`src/rtl/steer_en.sv`:
```
// -----------------------------------------------------------------------------
// steer_en
//
// Rider-detect and steering-enable controller. It sits in front of
// balance_cntrl and produces that block's rider_off and en_steer inputs.
//
// The left and right load-cell readings are captured whenever ld_vld strobes.
// Their sum decides whether a rider is present, using a hysteresis band
// around MIN_RIDER_WT. Steering is granted only after the rider has stood
// balanced for a full dwell period, which is 2^26 clocks, or about 1.34 s at
// 50 MHz. Steering is withdrawn on gross imbalance or when the rider steps off.
//
// Ports
//   clk       in   1   system clock (50 MHz)
//   rst_n     in   1   asynchronous active-low reset
//   ld_vld    in   1   single-cycle strobe: lft_ld/rght_ld hold a fresh sample
//   lft_ld    in  12   left load cell, unsigned
//   rght_ld   in  12   right load cell, unsigned
//   rider_off out  1   registered, 1 = no rider on the platform
//   en_steer  out  1   registered, 1 = steering enabled
//
// Sample interface: there is no back-pressure. A sample is taken on every
// rising clock edge where ld_vld is 1. Between strobes the last captured pair
// is held, and every decision keeps using that held pair.
// -----------------------------------------------------------------------------
module steer_en #(
    parameter bit          fast_sim      = 1'b0,
    parameter logic [11:0] MIN_RIDER_WT  = 12'h200,
    parameter logic [7:0]  WT_HYSTERESIS = 8'h40
) (
    input  logic        clk,
    input  logic        rst_n,
    input  logic        ld_vld,
    input  logic [11:0] lft_ld,
    input  logic [11:0] rght_ld,
    output logic        rider_off,
    output logic        en_steer
);

    // Edges of the rider-detect band. A sum lying exactly on either edge is
    // inside the band, so the previous decision is kept.
    localparam logic [12:0] RIDER_ON_TH  = {1'b0, MIN_RIDER_WT} + {5'd0, WT_HYSTERESIS};
    localparam logic [12:0] RIDER_OFF_TH = {1'b0, MIN_RIDER_WT} - {5'd0, WT_HYSTERESIS};

    typedef enum logic [1:0] {
        IDLE     = 2'd0,
        WAIT     = 2'd1,
        STEER_EN = 2'd2
    } state_t;

    state_t      state_q, state_d;
    logic [11:0] lft_q, lft_d;
    logic [11:0] rght_q, rght_d;
    logic        rider_off_q, rider_off_d;
    logic        en_steer_q, en_steer_d;
    logic [25:0] tmr_q, tmr_d;

    logic        clr_tmr;
    logic        tmr_full;
    logic [12:0] sum;
    logic [11:0] diff;
    logic        diff_gt_1_4;
    logic        diff_gt_15_16;

    // Load arithmetic, computed on the held samples. The 13-bit sum cannot
    // overflow. diff is the magnitude of the difference.
    always_comb begin
        sum           = {1'b0, lft_q} + {1'b0, rght_q};
        diff          = (lft_q >= rght_q) ? (lft_q - rght_q) : (rght_q - lft_q);
        // A diff exactly equal to a threshold does not count as exceeding it.
        diff_gt_1_4   = {1'b0, diff} > (sum >> 2);
        diff_gt_15_16 = {1'b0, diff} > (sum - (sum >> 4));
    end

    // For simulation, the dwell ends when the low 15 bits of the timer roll to
    // all-ones, instead of the full 26 bits.
    assign tmr_full = fast_sim ? (&tmr_q[14:0]) : (&tmr_q);

    // Sample capture and rider hysteresis. rider_off is decided from the
    // registered samples, so it moves one clock after a new sample lands.
    always_comb begin
        lft_d       = ld_vld ? lft_ld  : lft_q;
        rght_d      = ld_vld ? rght_ld : rght_q;
        rider_off_d = rider_off_q;
        if (sum > RIDER_ON_TH) begin
            rider_off_d = 1'b0;
        end else if (sum < RIDER_OFF_TH) begin
            rider_off_d = 1'b1;
        end
    end

    // Next-state logic. Within each state the checks run in priority order:
    // rider_off first, then imbalance, then the dwell timer.
    always_comb begin
        state_d = state_q;
        clr_tmr = 1'b0;
        case (state_q)
            IDLE: begin
                if (!rider_off_q) begin
                    state_d = WAIT;
                    clr_tmr = 1'b1;
                end
            end
            WAIT: begin
                if (rider_off_q) begin
                    state_d = IDLE;
                end else if (diff_gt_1_4) begin
                    // Restart the dwell for as long as the rider is off balance.
                    clr_tmr = 1'b1;
                end else if (tmr_full) begin
                    state_d = STEER_EN;
                end
            end
            STEER_EN: begin
                if (rider_off_q) begin
                    state_d = IDLE;
                end else if (diff_gt_15_16) begin
                    state_d = WAIT;
                    clr_tmr = 1'b1;
                end
            end
            default: begin
                state_d = IDLE;
            end
        endcase

        // Registering the decoded next state makes en_steer high exactly
        // while the FSM sits in STEER_EN.
        en_steer_d = (state_d == STEER_EN);
    end

    // Dwell timer: counts every clock and sticks at all-ones.
    always_comb begin
        if (clr_tmr) begin
            tmr_d = '0;
        end else if (&tmr_q) begin
            tmr_d = tmr_q;
        end else begin
            tmr_d = tmr_q + 26'd1;
        end
    end

    always_ff @(posedge clk or negedge rst_n) begin
        if (!rst_n) begin
            state_q     <= IDLE;
            lft_q       <= '0;
            rght_q      <= '0;
            rider_off_q <= 1'b1;
            en_steer_q  <= 1'b0;
            tmr_q       <= '0;
        end else begin
            state_q     <= state_d;
            lft_q       <= lft_d;
            rght_q      <= rght_d;
            rider_off_q <= rider_off_d;
            en_steer_q  <= en_steer_d;
            tmr_q       <= tmr_d;
        end
    end

    assign rider_off = rider_off_q;
    assign en_steer  = en_steer_q;

endmodule
```
`config.mk`:
```
export PLATFORM = sky130hd
export DESIGN_NAME = steer_en
export DESIGN_NICKNAME = d
export VERILOG_FILES = /design/src/rtl/steer_en.sv
export SDC_FILE = /design/constraint.sdc
export NUM_CORES = 1
export LEC_CHECK = 0
export CORE_MARGIN = 3
export CORE_UTILIZATION = 42
export CTS_BUF_LIST = sky130_fd_sc_hd__clkbuf_4
export DETAILED_ROUTE_END_ITERATION = 10
export DONT_BUFFER_PORTS = 1
export PLACE_DENSITY = 0.66
export REMOVE_ABC_BUFFERS = 1
export SLEW_MARGIN = 15
export SYNTH_ARGS = -nofsm -noshare
export SYNTH_HDL_FRONTEND = slang
export SYNTH_SLANG_ARGS = --single-unit
```
`constraint.sdc`:
```
create_clock -name clk -period 5.3 [get_ports clk]
set_input_delay 0.795 -clock clk [delete_from_list [all_inputs] [get_ports clk]]
set_output_delay 0.795 -clock clk [all_outputs]
set_load 0.02 [all_outputs]
```
-- Word level (Yosys, flattened, before mapping)
Index checks and enable logic that the tools add are counted.
- $add $sub $neg: 5
- order comparisons: 5
- equal/unequal tests: 4
- multiplexer cells: 18
- reduce and logical (&&, ||, !) cells: 3
- operators by type and width (kind ; count):
    26-bit 2-to-1 mux ; 2
    26-bit by 1-bit adder with 26-bit output (second input constant) ; 1
    26-bit AND reduction ; 1
    12-bit subtractor ; 2
    12-bit by 12-bit adder with 13-bit output ; 1
    12-bit by 13-bit > comparator with 1-bit output ; 1
    13-bit by 10-bit > comparator with 1-bit output (second input constant) ; 1
    13-bit by 9-bit less-than comparator with 1-bit output (second input constant) ; 1
    13-bit by 9-bit subtractor with 13-bit output ; 1
    12-bit greater-or-equal comparator ; 1
    12-bit by 11-bit > comparator with 1-bit output ; 1
    12-bit 2-to-1 mux ; 1
    2-bit 2-to-1 mux ; 6
    1-bit 2-to-1 mux ; 7
    2-bit case mux with 3 select lines ; 1
    2-bit equality test (second input constant) ; 2
    1-bit case mux with 3 select lines ; 1
    2-bit by 1-bit equality test with 1-bit output (second input constant) ; 1
    2-bit zero test ; 1
    2-bit != test (second input constant) ; 1
    2-bit nonzero test ; 1
- register bits: 54
- bits of input ports: 27
- output and inout port bits: 2
- word-level logic and storage cells: 41

-- Depth between registers and ports, before layout
Gate-level depths: netlist of the first run.
- word-level depth: 7
- mapped depth: 26
- depth with buffers taken out: 24

-- Least setup slack after synthesis of the first run
OpenSTA, ideal clock, no wires.
- path type: register to register
- from: register lft_q[1]
- to: register tmr_q[24]
- library setup time: 0.120 ns
- data arrival time: 4.864 ns
- required time: 5.180 ns
- setup slack: 0.317 ns
- stages on the path, launching flop included: 25
- buffers on the path: 1
- path through: dfrtp_1 > inv_1 > fa_1 > o21ba_2 > o21bai_1 > xnor2_1 > inv_1 > ha_1 > fa_1 > nor2b_1 > nand2b_1 > o211a_1 > o31a_1 > o31ai_4 > nand2b_1 > nand3b_1 > xnor2_1 > ha_1 > nand3_1 > nand2b_1 > a21oi_1 > a41oi_2 > o32ai_4 > buf_6 > nor2_1
- cells in the longest elaborated chain, start to end: 7
- elaborated cells on any way between the ends: 15
- classes of those cells: add/sub: 4; order compare: 3; eq/ne: 1; mux: 7
- ends and longest elaborated chain (what ; line ; RTL):
    from (decl) ; 52 ; logic [11:0] lft_q, lft_d;
    from (signal assigned) ; 153 ; lft_q <= lft_d;
    12-bit by 12-bit adder with 13-bit output, or another cell as far along ; 68 ; sum = {1'b0, lft_q} + {1'b0, rght_q};
    13-bit by 9-bit subtractor with 13-bit output / 12-bit 2-to-1 mux (equally long branches) ; 72, 69 ;
    12-bit by 13-bit > comparator with 1-bit output / 12-bit by 11-bit > comparator with 1-bit output (equally long branches) ; 72, 71 ;
    1-bit 2-to-1 mux (on tied branches) ; 117, 107 ;
    1-bit 2-to-1 mux (on tied branches) ; 115, 105 ;
    1-bit case mux with 3 select lines * ; 97 ; case (state_q)
    2-bit != test (no source line) / 26-bit 2-to-1 mux (equally long branches) ; - ;
    to (signal assigned) ; 157 ; tmr_q <= tmr_d;
    to (decl) ; 56 ; logic [25:0] tmr_q, tmr_d;
Mark *: on every way between the ends. The rest lies on a longest branch, timed or not.
A chain may end at the register's enable or synchronous reset.

-- Final worst setup path of the first run
- from: register lft_q[0]
- to: register tmr_q[25]
The elaborated chain is that of the path after synthesis.

==> results.sh, run 1 <==
export IMPL_status="finished clean"
export IMPL_met3_length_um=497
export IMPL_cts_sinks=54
export IMPL_power_density_mw_per_mm2=409
export IMPL_synthMuxAreaShare=0.0263
export IMPL_rows=39
export IMPL_syn_inst=602
export IMPL_syn_area_sq_mm=0.00519
export IMPL_die_w_um=117
export IMPL_ys_warn_count=0
export IMPL_hold_ws_ns=0.0273
export IMPL_wl_mm=12.2
export IMPL_synth_most_common_cell="ha_1"
export IMPL_synth_compound_area_frac=0.180
export IMPL_r2r_end="tmr_q[25]"
export IMPL_wl_per_cell_um=15.4
export IMPL_arrival_ns=5.44
export IMPL_cp_end_kind="flop"
export IMPL_start_util=0.442
export IMPL_vias_per_cell=5.47
export IMPL_grt_overflow=0
export IMPL_highest_layer="met4"
export IMPL_hp_class="input pin to async pin"
export IMPL_drv_slew=0
export IMPL_utilization=0.487
export IMPL_htreeDepth=2
export IMPL_yosys_area_top_type="dfrtp_1"
export IMPL_fmax_ghz=0.197
export IMPL_clkTransAtPathRegs_ns=0.21
export IMPL_synthFlopType="dfrtp_1"
export IMPL_p_total_uw=2340
export IMPL_grt_pass1_vias=4281
export IMPL_cp_start_kind="flop"
export IMPL_synthAdderAreaFrac=0.174
export IMPL_gp_congestion=0.913
export IMPL_drv_cap=0
export IMPL_yosys_register_bits=54
export IMPL_crit_path_end="tmr_q[25]"
export IMPL_synth_edf_count=0
export IMPL_placed_cells=763
export IMPL_clock_root_buffer="clkbuf_4"
export IMPL_synth_async_sr_flop_share=1.00
export IMPL_first_pass_iters=4
export IMPL_drive_gt1_frac=0.131
export IMPL_r2r_start="lft_q[0]"
export IMPL_cts_max_path_buffers=2
export IMPL_min_period_ns=5.07
export IMPL_wl_met1_mm=5.63
export IMPL_synthXorXnorAreaFrac=0.112
export IMPL_leakage_uw=0.00259
export IMPL_drt_initial_drc_count=224
export IMPL_yosysTopAreaCellShare=0.255
export IMPL_io_buffer_count=0
export IMPL_grt_max_degree=48
export IMPL_crit_type="flop to flop"
export IMPL_grt_use_total=0.182
export IMPL_tritoncts="yes"
export IMPL_ir_drop_mv=0.197
export IMPL_clock_latency_ns=0.45
export IMPL_ant_nets=0
export IMPL_yosys_area_share_simple=0.191
export IMPL_synth_common_cells="ha_1 (65), dfrtp_1 (53), nor2_1 (52)"
export IMPL_antenna_found_initial=1
export IMPL_numCtsBuffers=5
export IMPL_finish_net_count=720
export IMPL_vias=4318
export IMPL_die_h_um=117
export IMPL_worst_r2r_cell_count=25
export IMPL_tightest_slew_ns=0.867
export IMPL_fin_crit_sh=0.956
export IMPL_setup_violations=0
export IMPL_area_growth_pct=10.3
export IMPL_crit_path_start="lft_q[0]"
export IMPL_fin_tns_setup_ns=0
export IMPL_drc_errors=0
export IMPL_fin_cells=790
export IMPL_skew_ns=0.0360
export IMPL_syn_area_per_cell_sq_um=8.63
export IMPL_grt_pass1_wl_mm=20.0
export IMPL_ioPinCount=29
export IMPL_ys_types=70
export IMPL_required_ns=5.67
export IMPL_path_max_fanout=4
export IMPL_synth_top_family_by_area="simple AND/OR/NAND/NOR gates"
export IMPL_yosys_top_cells_area="dfrtp_1 (26%), ha_1 (16%), xnor2_1 (6.7%)"
export IMPL_slew_headroom=0.420
export IMPL_hold_viol_final=0
export IMPL_reg2reg_slack_ns=0.23
export IMPL_hpwl_mm=9.25
export IMPL_seq_area_frac_synth=0.260
export IMPL_wl_met2_mm=5.78
export IMPL_die_area_sq_mm=0.0137
export IMPL_core_sq_mm=0.0118
-- what timing repair did --
action	in CTS	in global routing
buffers inserted	4	11
hold buffers	1	0
endpoints found under the setup margin	20	29
cloned	0	2
endpoints found under the hold margin	18	0
gates resized for setup	1	22
pin swaps	2	8
-- logic make-up (layout without fill, tap and decap cells) --
family                     after synthesis  in the layout
muxes                                   13             13
AOI/OAI and AO/OA                      134            135
buffers and inverters                   70             92
DFF                                     54             54
adders and majority gates               70             70
and+or+nand+nor                        199            199
other                                    0              1
xor gates and xnor gates                62             62
-- state kept, by name, indices dropped and copies added, names as in the netlist --
register   cells
tmr_q         26
lft_q         12
rght_q        12
state_q        2
en_steer       1
rider_off      1
-- worst min-delay path by stage --
stage | startpoint | to | slack, ns | depth (start not counted)
finish | rst_n | lft_q[1] | 0.03 | 0
floorplan | rst_n | en_steer | 0.50 | 0
global route | rst_n | lft_q[3] | -0.008 | 0
CTS | rst_n | lft_q[3] | 0.01 | 0
global placement | rst_n | rght_q[3] | 0.50 | 0
detailed placement | rst_n | lft_q[3] | 0.50 | 0
-- per-layer routing --
metal  vias to the layer above  GRT usage
met5                         -          0
met4                         0     0.0696
met3                        14     0.0226
met2                       113      0.292
met1                      2046      0.249
li1                       2145          -
-- power breakdown --
group / internal [uW] / switching, uW / total (uW)
Clock: 56.3 / 162 / 218
Sequential: 439 / 29.0 / 468
Combinational: 759 / 895 / 1650
-- through the flow --
step,setup WS (ns),instance area (sq um)
floorplan,0.227,5090
global placement,0.0754,5420
detailed placement,-0.0319,5420
CTS,0.00696,5530
global route,-0.0548,5730
finish,0.234,5730
-- layout make-up --
cell class | instances | area, sq um
timing repair buffer | 34 | 269
fill | 1117 | 6030
antenna | 1 | 2.50
clock inverter | 3 | 26.3
sequential | 54 | 1350
inverter | 50 | 188
multi-input combinational | 479 | 3650
clock buffer | 5 | 37.5
tap | 164 | 205
-- worst max-delay path, cell delays in order (launching register included) --
cell	delay, ns
dfrtp_1	0.41
ha_1	0.17
inv_1	0.05
fa_2	0.35
o21ba_2	0.24
o21bai_1	0.17
xnor2_1	0.16
inv_1	0.11
ha_2	0.22
fa_2	0.36
nor2b_2	0.15
nand2b_1	0.07
o211a_1	0.23
o31a_1	0.30
xor2_1	0.16
ha_1	0.31
a21o_1	0.16
a21o_1	0.16
a21oi_1	0.17
o21ai_0	0.11
nand2b_1	0.09
a21oi_2	0.06
a41oi_2	0.27
buf_4	0.17
o32ai_2	0.10
a311oi_1	0.24
-- placed cells by master, fill, tap and decap left out, types with 3 or more instances in the layout --
cell,count
or2_2,3
o21ai_0,38
a21oi_1,28
a21o_1,10
mux2_2,5
o211ai_1,4
nor3_1,6
o41ai_1,3
xnor2_1,38
xor2_1,18
o21bai_1,5
nand4_1,12
nor2_1,52
or4_1,3
o31a_1,3
xnor2_2,3
mux2i_1,8
dfrtp_1,53
and3_1,6
clkbuf_4,5
buf_6,3
o31ai_1,3
buf_4,30
a31oi_1,5
and4_1,6
nand2b_1,10
nand3_1,18
ha_1,63
nand2_1,51
o21a_1,4
nor2b_1,10
a21oi_2,5
or3_1,5
nor4_1,4
inv_1,50
No activity file was read; power rests on OpenSTA's default activity.
==> run 2, diff against run 1 <==
--- a/config.mk
+++ b/config.mk
@@ -6,11 +6,11 @@
 export NUM_CORES = 1
 export LEC_CHECK = 0
 export CORE_MARGIN = 3
-export CORE_UTILIZATION = 42
+export CORE_UTILIZATION = 59
 export CTS_BUF_LIST = sky130_fd_sc_hd__clkbuf_4
 export DETAILED_ROUTE_END_ITERATION = 10
 export DONT_BUFFER_PORTS = 1
-export PLACE_DENSITY = 0.66
+export PLACE_DENSITY = 0.82
 export REMOVE_ABC_BUFFERS = 1
 export SLEW_MARGIN = 15
 export SYNTH_ARGS = -nofsm -noshare
==> constraint.sdc (replaced) <==
create_clock -name clk -period 6.1 [get_ports clk]
set_input_delay 0.915 -clock clk [delete_from_list [all_inputs] [get_ports clk]]
set_output_delay 0.915 -clock clk [all_outputs]
set_load 0.02 [all_outputs]
==> run 2 against run 1 <==
Clock power shrank 21%. Clock skew shrank 0.022 ns. Combinational power shrank 21%. First-iteration DRC count grew 21%. Flip-flop and latch count is the same. Fmax shrank 11%. Setup slack gained 0.18 ns. Routed wire length shrank 4.3%. Sequential share of layout area grew 1.7 points.
==> results.sh, run 2 (synthesis results as in run 1) <==
export IMPL_status="finished clean"
export IMPL_worst_slack_ns=0.415
export IMPL_start_util=0.620
export IMPL_ioPinCount=29
export IMPL_clock_root_buffer="clkbuf_4"
export IMPL_diodes=0
export IMPL_cp_end_kind="flop"
export IMPL_cp_start_kind="flop"
export IMPL_wl_per_cell_um=16.6
export IMPL_critPathSlowestCell="dfrtp_1"
export IMPL_path_delay_family="compound AO/OA/AOI/OAI gates"
export IMPL_rows=33
export IMPL_highest_layer="met4"
export IMPL_drt_initial_drc_count=270
export IMPL_core_sq_mm=0.00838
export IMPL_vias=4311
export IMPL_slew_headroom=0.549
export IMPL_dp_worst_setup_slack_ns=0.371
export IMPL_required_ns=6.41
export IMPL_vias_per_cell=6.16
export IMPL_grt_max_degree=55
export IMPL_drive_gt1_frac=0.0622
export IMPL_cts_sinks=54
export IMPL_finish_net_count=690
export IMPL_min_period_ns=5.69
export IMPL_max_stage_delay_ns=0.43
export IMPL_fin_crit_sh=0.932
export IMPL_grt_overflow=0
export IMPL_path_max_fanout=13
export IMPL_htreeDepth=2
export IMPL_layout_commonest_cell="ha_1"
export IMPL_reg_top3="tmr_q: 26 flops, lft_q: 12 flops, rght_q: 12 flops"
export IMPL_numCtsBuffers=5
export IMPL_top_register="tmr_q"
export IMPL_ir_drop_mv=0.195
export IMPL_utilization=0.637
export IMPL_final_cell_mix="ha_1 (65), dfrtp_1 (53), nor2_1 (52)"
export IMPL_clock_latency_ns=0.39
export IMPL_drv_cap=0
export IMPL_tritoncts="yes"
export IMPL_clkTransAtPathRegs_ns=0.17
export IMPL_skew_ns=0.0141
export IMPL_cts_hold_buffers=0
export IMPL_antenna_found_initial=0
export IMPL_cp_num_buf_inv=2
export IMPL_grt_pass1_wl_mm=19.4
export IMPL_power_density_mw_per_mm2=352
export IMPL_setup_violations=0
export IMPL_gp_congestion=0.918
export IMPL_crit_type="flop to flop"
export IMPL_largest_register_ff_count=26
export IMPL_die_h_um=99.8
export IMPL_grt_pass1_vias=4241
export IMPL_hp_class="input pin to async pin"
export IMPL_drv_slew=0
export IMPL_rsz0062_at_grt="no"
export IMPL_crit_chain="ha_1, inv_1, fa_1, o21ba_2, o21bai_1, xnor2_1, inv_1, ha_1, fa_1, nor2b_1, o211ai_1, o211a_1, o31a_1, o31ai_4, nand2b_1, nand3b_1, xnor2_1, ha_1, nand3_1, nor4_1, a21oi_1, a41oi_2, o32ai_4, a311oi_1"
export IMPL_met3_length_um=611
export IMPL_wl_met2_mm=5.58
export IMPL_hold_viol_final=0
export IMPL_leakage_uw=0.00243
export IMPL_area_growth_pct=2.75
export IMPL_cts_max_path_buffers=2
export IMPL_fin_tns_setup_ns=0
export IMPL_die_w_um=99.8
export IMPL_first_pass_iters=5
export IMPL_hpwl_mm=8.93
export IMPL_fmax_ghz=0.176
export IMPL_grt_use_total=0.237
export IMPL_ant_nets=0
export IMPL_die_area_sq_mm=0.00997
export IMPL_path_common_cell="ha_1"
export IMPL_wl_met1_mm=5.03
export IMPL_wl_mm=11.6
export IMPL_tightest_slew_ns=0.671
export IMPL_arrival_ns=6.00
export IMPL_drc_errors=0
export IMPL_io_buffer_count=0
run 2: cell count changes in the layout (fill, tap and decap cells not counted), moves of 3 or more:
cell	before	now
buf_6	3	0
a21oi_1	28	32
buf_4	30	4
a21oi_2	5	1
run 2: stage by stage:
stage                     cell area [sq um]  total power, uW  hold WS [ns]  std cells
final                                  5340             1880         0.182        700
after global routing                   5340             2030         0.138        700
after CTS                              5310             1840         0.157        699
after detailed placement               5250             1650         0.522        691
after global placement                 5250             1600         0.514        691
after floorplan                        5090             1380         0.496        582
run 2: routing by layer:
metal	track usage	vias up
met4	0.102	0
met3	0.0361	38
met5	0	-
met1	0.310	2026
met2	0.391	158
li1	-	2089
run 2: path summary, 6_finish.rpt:
check / startpoint / endpoint / slack, ns / cells after the start
worst min register to register: tmr_q[13] / tmr_q[13] / 0.56 / 2
min in group clk: tmr_q[13] / tmr_q[13] / 0.56 / 2
max in group asynchronous: rst_n / rider_off / 5.73 / 0
worst min-delay path: rst_n / tmr_q[18] / 0.18 / 0
worst max-delay path: lft_q[0] / tmr_q[25] / 0.41 / 24
worst max register to register: lft_q[0] / tmr_q[25] / 0.41 / 24
run 2: layout make-up:
class / count / area (sq um)
flip-flops and latches: 54 / 1350
repair buffers: 4 / 30.0
multi-input cells: 479 / 3580
inverters: 50 / 188
fillers: 723 / 3040
clock inverters: 3 / 20.0
well taps: 105 / 131
clock buffers: 5 / 37.5
run 2: report_power, final:
part | switching (uW) | internal (uW)
Sequential | 27.3 | 382
Clock | 126 | 45.4
Combinational | 745 | 552
run 2: timing repair:
action / in CTS / in global routing
setup buffers: 0 / 0
endpoints found under the setup margin: 0 / 26
gates resized for setup: 0 / 1
run 2: worst register-to-register path, delay by kind of cell, from the launching register on:
| family | cells | cell delay [ns] |
|---|---|---|
| adder cells (fa/ha/maj) | 5 | 1.60 |
| flip-flops | 1 | 0.43 |
| buffers and inverters | 2 | 0.22 |
| AND/OR/NAND/NOR | 5 | 0.73 |
| AO/OA/AOI/OAI | 10 | 2.29 |
| XOR/XNOR | 2 | 0.31 |
==> run 3, diff against run 2 <==
--- a/config.mk
+++ b/config.mk
@@ -5,12 +5,13 @@
 export SDC_FILE = /design/constraint.sdc
 export NUM_CORES = 1
 export LEC_CHECK = 0
+export CORE_ASPECT_RATIO = 1.25
 export CORE_MARGIN = 3
 export CORE_UTILIZATION = 59
 export CTS_BUF_LIST = sky130_fd_sc_hd__clkbuf_4
 export DETAILED_ROUTE_END_ITERATION = 10
 export DONT_BUFFER_PORTS = 1
-export PLACE_DENSITY = 0.82
+export PLACE_DENSITY = 0.75
 export REMOVE_ABC_BUFFERS = 1
 export SLEW_MARGIN = 15
 export SYNTH_ARGS = -nofsm -noshare
==> run 3 against run 2 <==
Clock skew is 0.0077 ns higher. Hold slack got worse by 0.016 ns. Register-to-register slack improved by 0.05 ns. Non-clock buffer count is 1 higher. First-iteration DRC count down 21%. Count of clock-buffer cells in the layout unchanged. Routed wire length decreased by 1.6%. Power shrank 0.59%. Combinational power about the same. Setup slack better by 0.046 ns. Sequential power about the same. Critical path type unchanged. Largest power group unchanged. Highest routed layer unchanged.
==> results.sh, run 3 (synthesis results as in run 1) <==
export IMPL_vias=4222
export IMPL_worst_slack_ns=0.461
export IMPL_first_pass_iters=5
export IMPL_min_period_ns=5.64
export IMPL_area_growth_pct=3.25
export IMPL_die_area_sq_mm=0.00997
export IMPL_power_density_mw_per_mm2=348
export IMPL_leakage_uw=0.00244
export IMPL_max_stage_delay_ns=0.47
export IMPL_ioPinCount=29
export IMPL_rsz0062_at_grt="no"
export IMPL_drv_slew=0
export IMPL_path_max_fanout=13
export IMPL_numCtsBuffers=5
export IMPL_cts_sinks=54
export IMPL_fin_tns_setup_ns=0
export IMPL_cts_hold_buffers=0
export IMPL_cp_start_kind="flop"
export IMPL_drt_initial_drc_count=213
export IMPL_ant_nets=0
export IMPL_drv_cap=0
export IMPL_hold_viol_final=0
export IMPL_finish_net_count=691
export IMPL_top_register="tmr_q"
export IMPL_skew_ns=0.0218
export IMPL_clkTransAtPathRegs_ns=0.18
export IMPL_final_cell_mix="ha_1 (65), dfrtp_1 (53), nor2_1 (52)"
export IMPL_grt_max_degree=55
export IMPL_start_util=0.620
export IMPL_grt_pass1_vias=4200
export IMPL_gp_congestion=0.927
export IMPL_die_h_um=111
export IMPL_slew_headroom=0.600
export IMPL_vias_per_cell=5.92
export IMPL_p_total_uw=1870
export IMPL_ir_drop_mv=0.132
export IMPL_clock_latency_ns=0.41
export IMPL_wl_per_cell_um=16.1
export IMPL_layout_commonest_cell="ha_1"
export IMPL_path_delay_family="compound AO/OA/AOI/OAI gates"
export IMPL_diodes=0
export IMPL_largest_register_ff_count=26
export IMPL_required_ns=6.43
export IMPL_antenna_found_initial=0
export IMPL_setup_violations=0
export IMPL_drc_errors=0
export IMPL_io_buffer_count=0
export IMPL_grt_use_total=0.231
export IMPL_grt_overflow=0
export IMPL_reg_top3="tmr_q: 26 flops, lft_q: 12 flops, rght_q: 12 flops"
export IMPL_drive_gt1_frac=0.0654
export IMPL_cp_end_kind="flop"
export IMPL_status="finished clean"
export IMPL_rows=37
export IMPL_post_cts_buffers=0
export IMPL_wl_mm=11.5
export IMPL_crit_chain="inv_1, fa_1, o21ba_2, o21bai_1, xnor2_1, inv_1, ha_1, fa_1, nor2b_1, o211ai_1, o211a_1, o31a_1, o31ai_4, nand2b_1, nand3b_1, xnor2_1, ha_1, a21o_1, a21oi_1, a21oi_1, a41oi_2, o32ai_4, a311oi_1"
export IMPL_tightest_slew_ns=0.595
export IMPL_cts_max_path_buffers=2
export IMPL_die_w_um=89.9
export IMPL_hpwl_mm=8.78
export IMPL_crit_type="flop to flop"
export IMPL_dp_worst_setup_slack_ns=0.436
export IMPL_cp_num_buf_inv=2
export IMPL_clock_root_buffer="clkbuf_4"
export IMPL_hold_ws_ns=0.166
export IMPL_arrival_ns=5.97
export IMPL_grt_pass1_wl_mm=19.3
export IMPL_critPathSlowestCell="fa_1"
export IMPL_core_sq_mm=0.00838
export IMPL_htreeDepth=2
export IMPL_fin_crit_sh=0.924
export IMPL_tritoncts="yes"
export IMPL_ctsResizeCount=0
export IMPL_hp_class="input pin to async pin"
export IMPL_fmax_ghz=0.177
## run 3: cell types whose count changed in the layout (fill, tap and decap cells not counted), sizes merged
cell      previous run  this run
clkinvlp             1         2
clkinv               1         0
buf                  4         5
## run 3: layout make-up
type | instances | area [sq um]
flip-flops and latches | 54 | 1350
well taps | 117 | 146
clock inverters | 3 | 23.8
repair buffers | 5 | 37.5
inverters | 50 | 188
multi-input cells | 479 | 3580
fillers | 725 | 3020
clock buffers | 5 | 37.5
## run 3: path summary, 6_finish.rpt
kind                       depth (start not counted)  slack (ns)         to  startpoint
min in group clk                                   2        0.56  tmr_q[23]   tmr_q[23]
hold / removal                                     0        0.17  lft_q[11]       rst_n
hold reg to reg                                    2        0.56  tmr_q[23]   tmr_q[23]
setup / recovery                                  23        0.46  tmr_q[25]    lft_q[1]
max in group asynchronous                          0        5.74  rider_off       rst_n
setup reg to reg                                  23        0.46  tmr_q[25]    lft_q[1]
## run 3: through the flow
step                cell area (sq um)  instances   util
detailed placement               5280        704  0.630
global placement                 5280        704  0.630
floorplan                        5090        582      -
CTS                              5340        712  0.637
finish                           5360        713  0.640
global route                     5360        713  0.640
## run 3: power by group
| part | switching, uW | internal, uW | total (uW) |
|---|---|---|---|
| clock network | 127 | 46.4 | 173 |
| registers | 27.1 | 382 | 409 |
| logic | 732 | 553 | 1280 |
| total | 886 | 981 | 1870 |
## run 3: layer usage
metal | GRT usage | wire length [um] | up-vias
li1 | - | - | 2086
met1 | 0.278 | 4840 | 2013
met2 | 0.417 | 5870 | 95
met3 | 0.0285 | 351 | 28
met4 | 0.0940 | 388 | 0
met5 | 0 | 0 | -
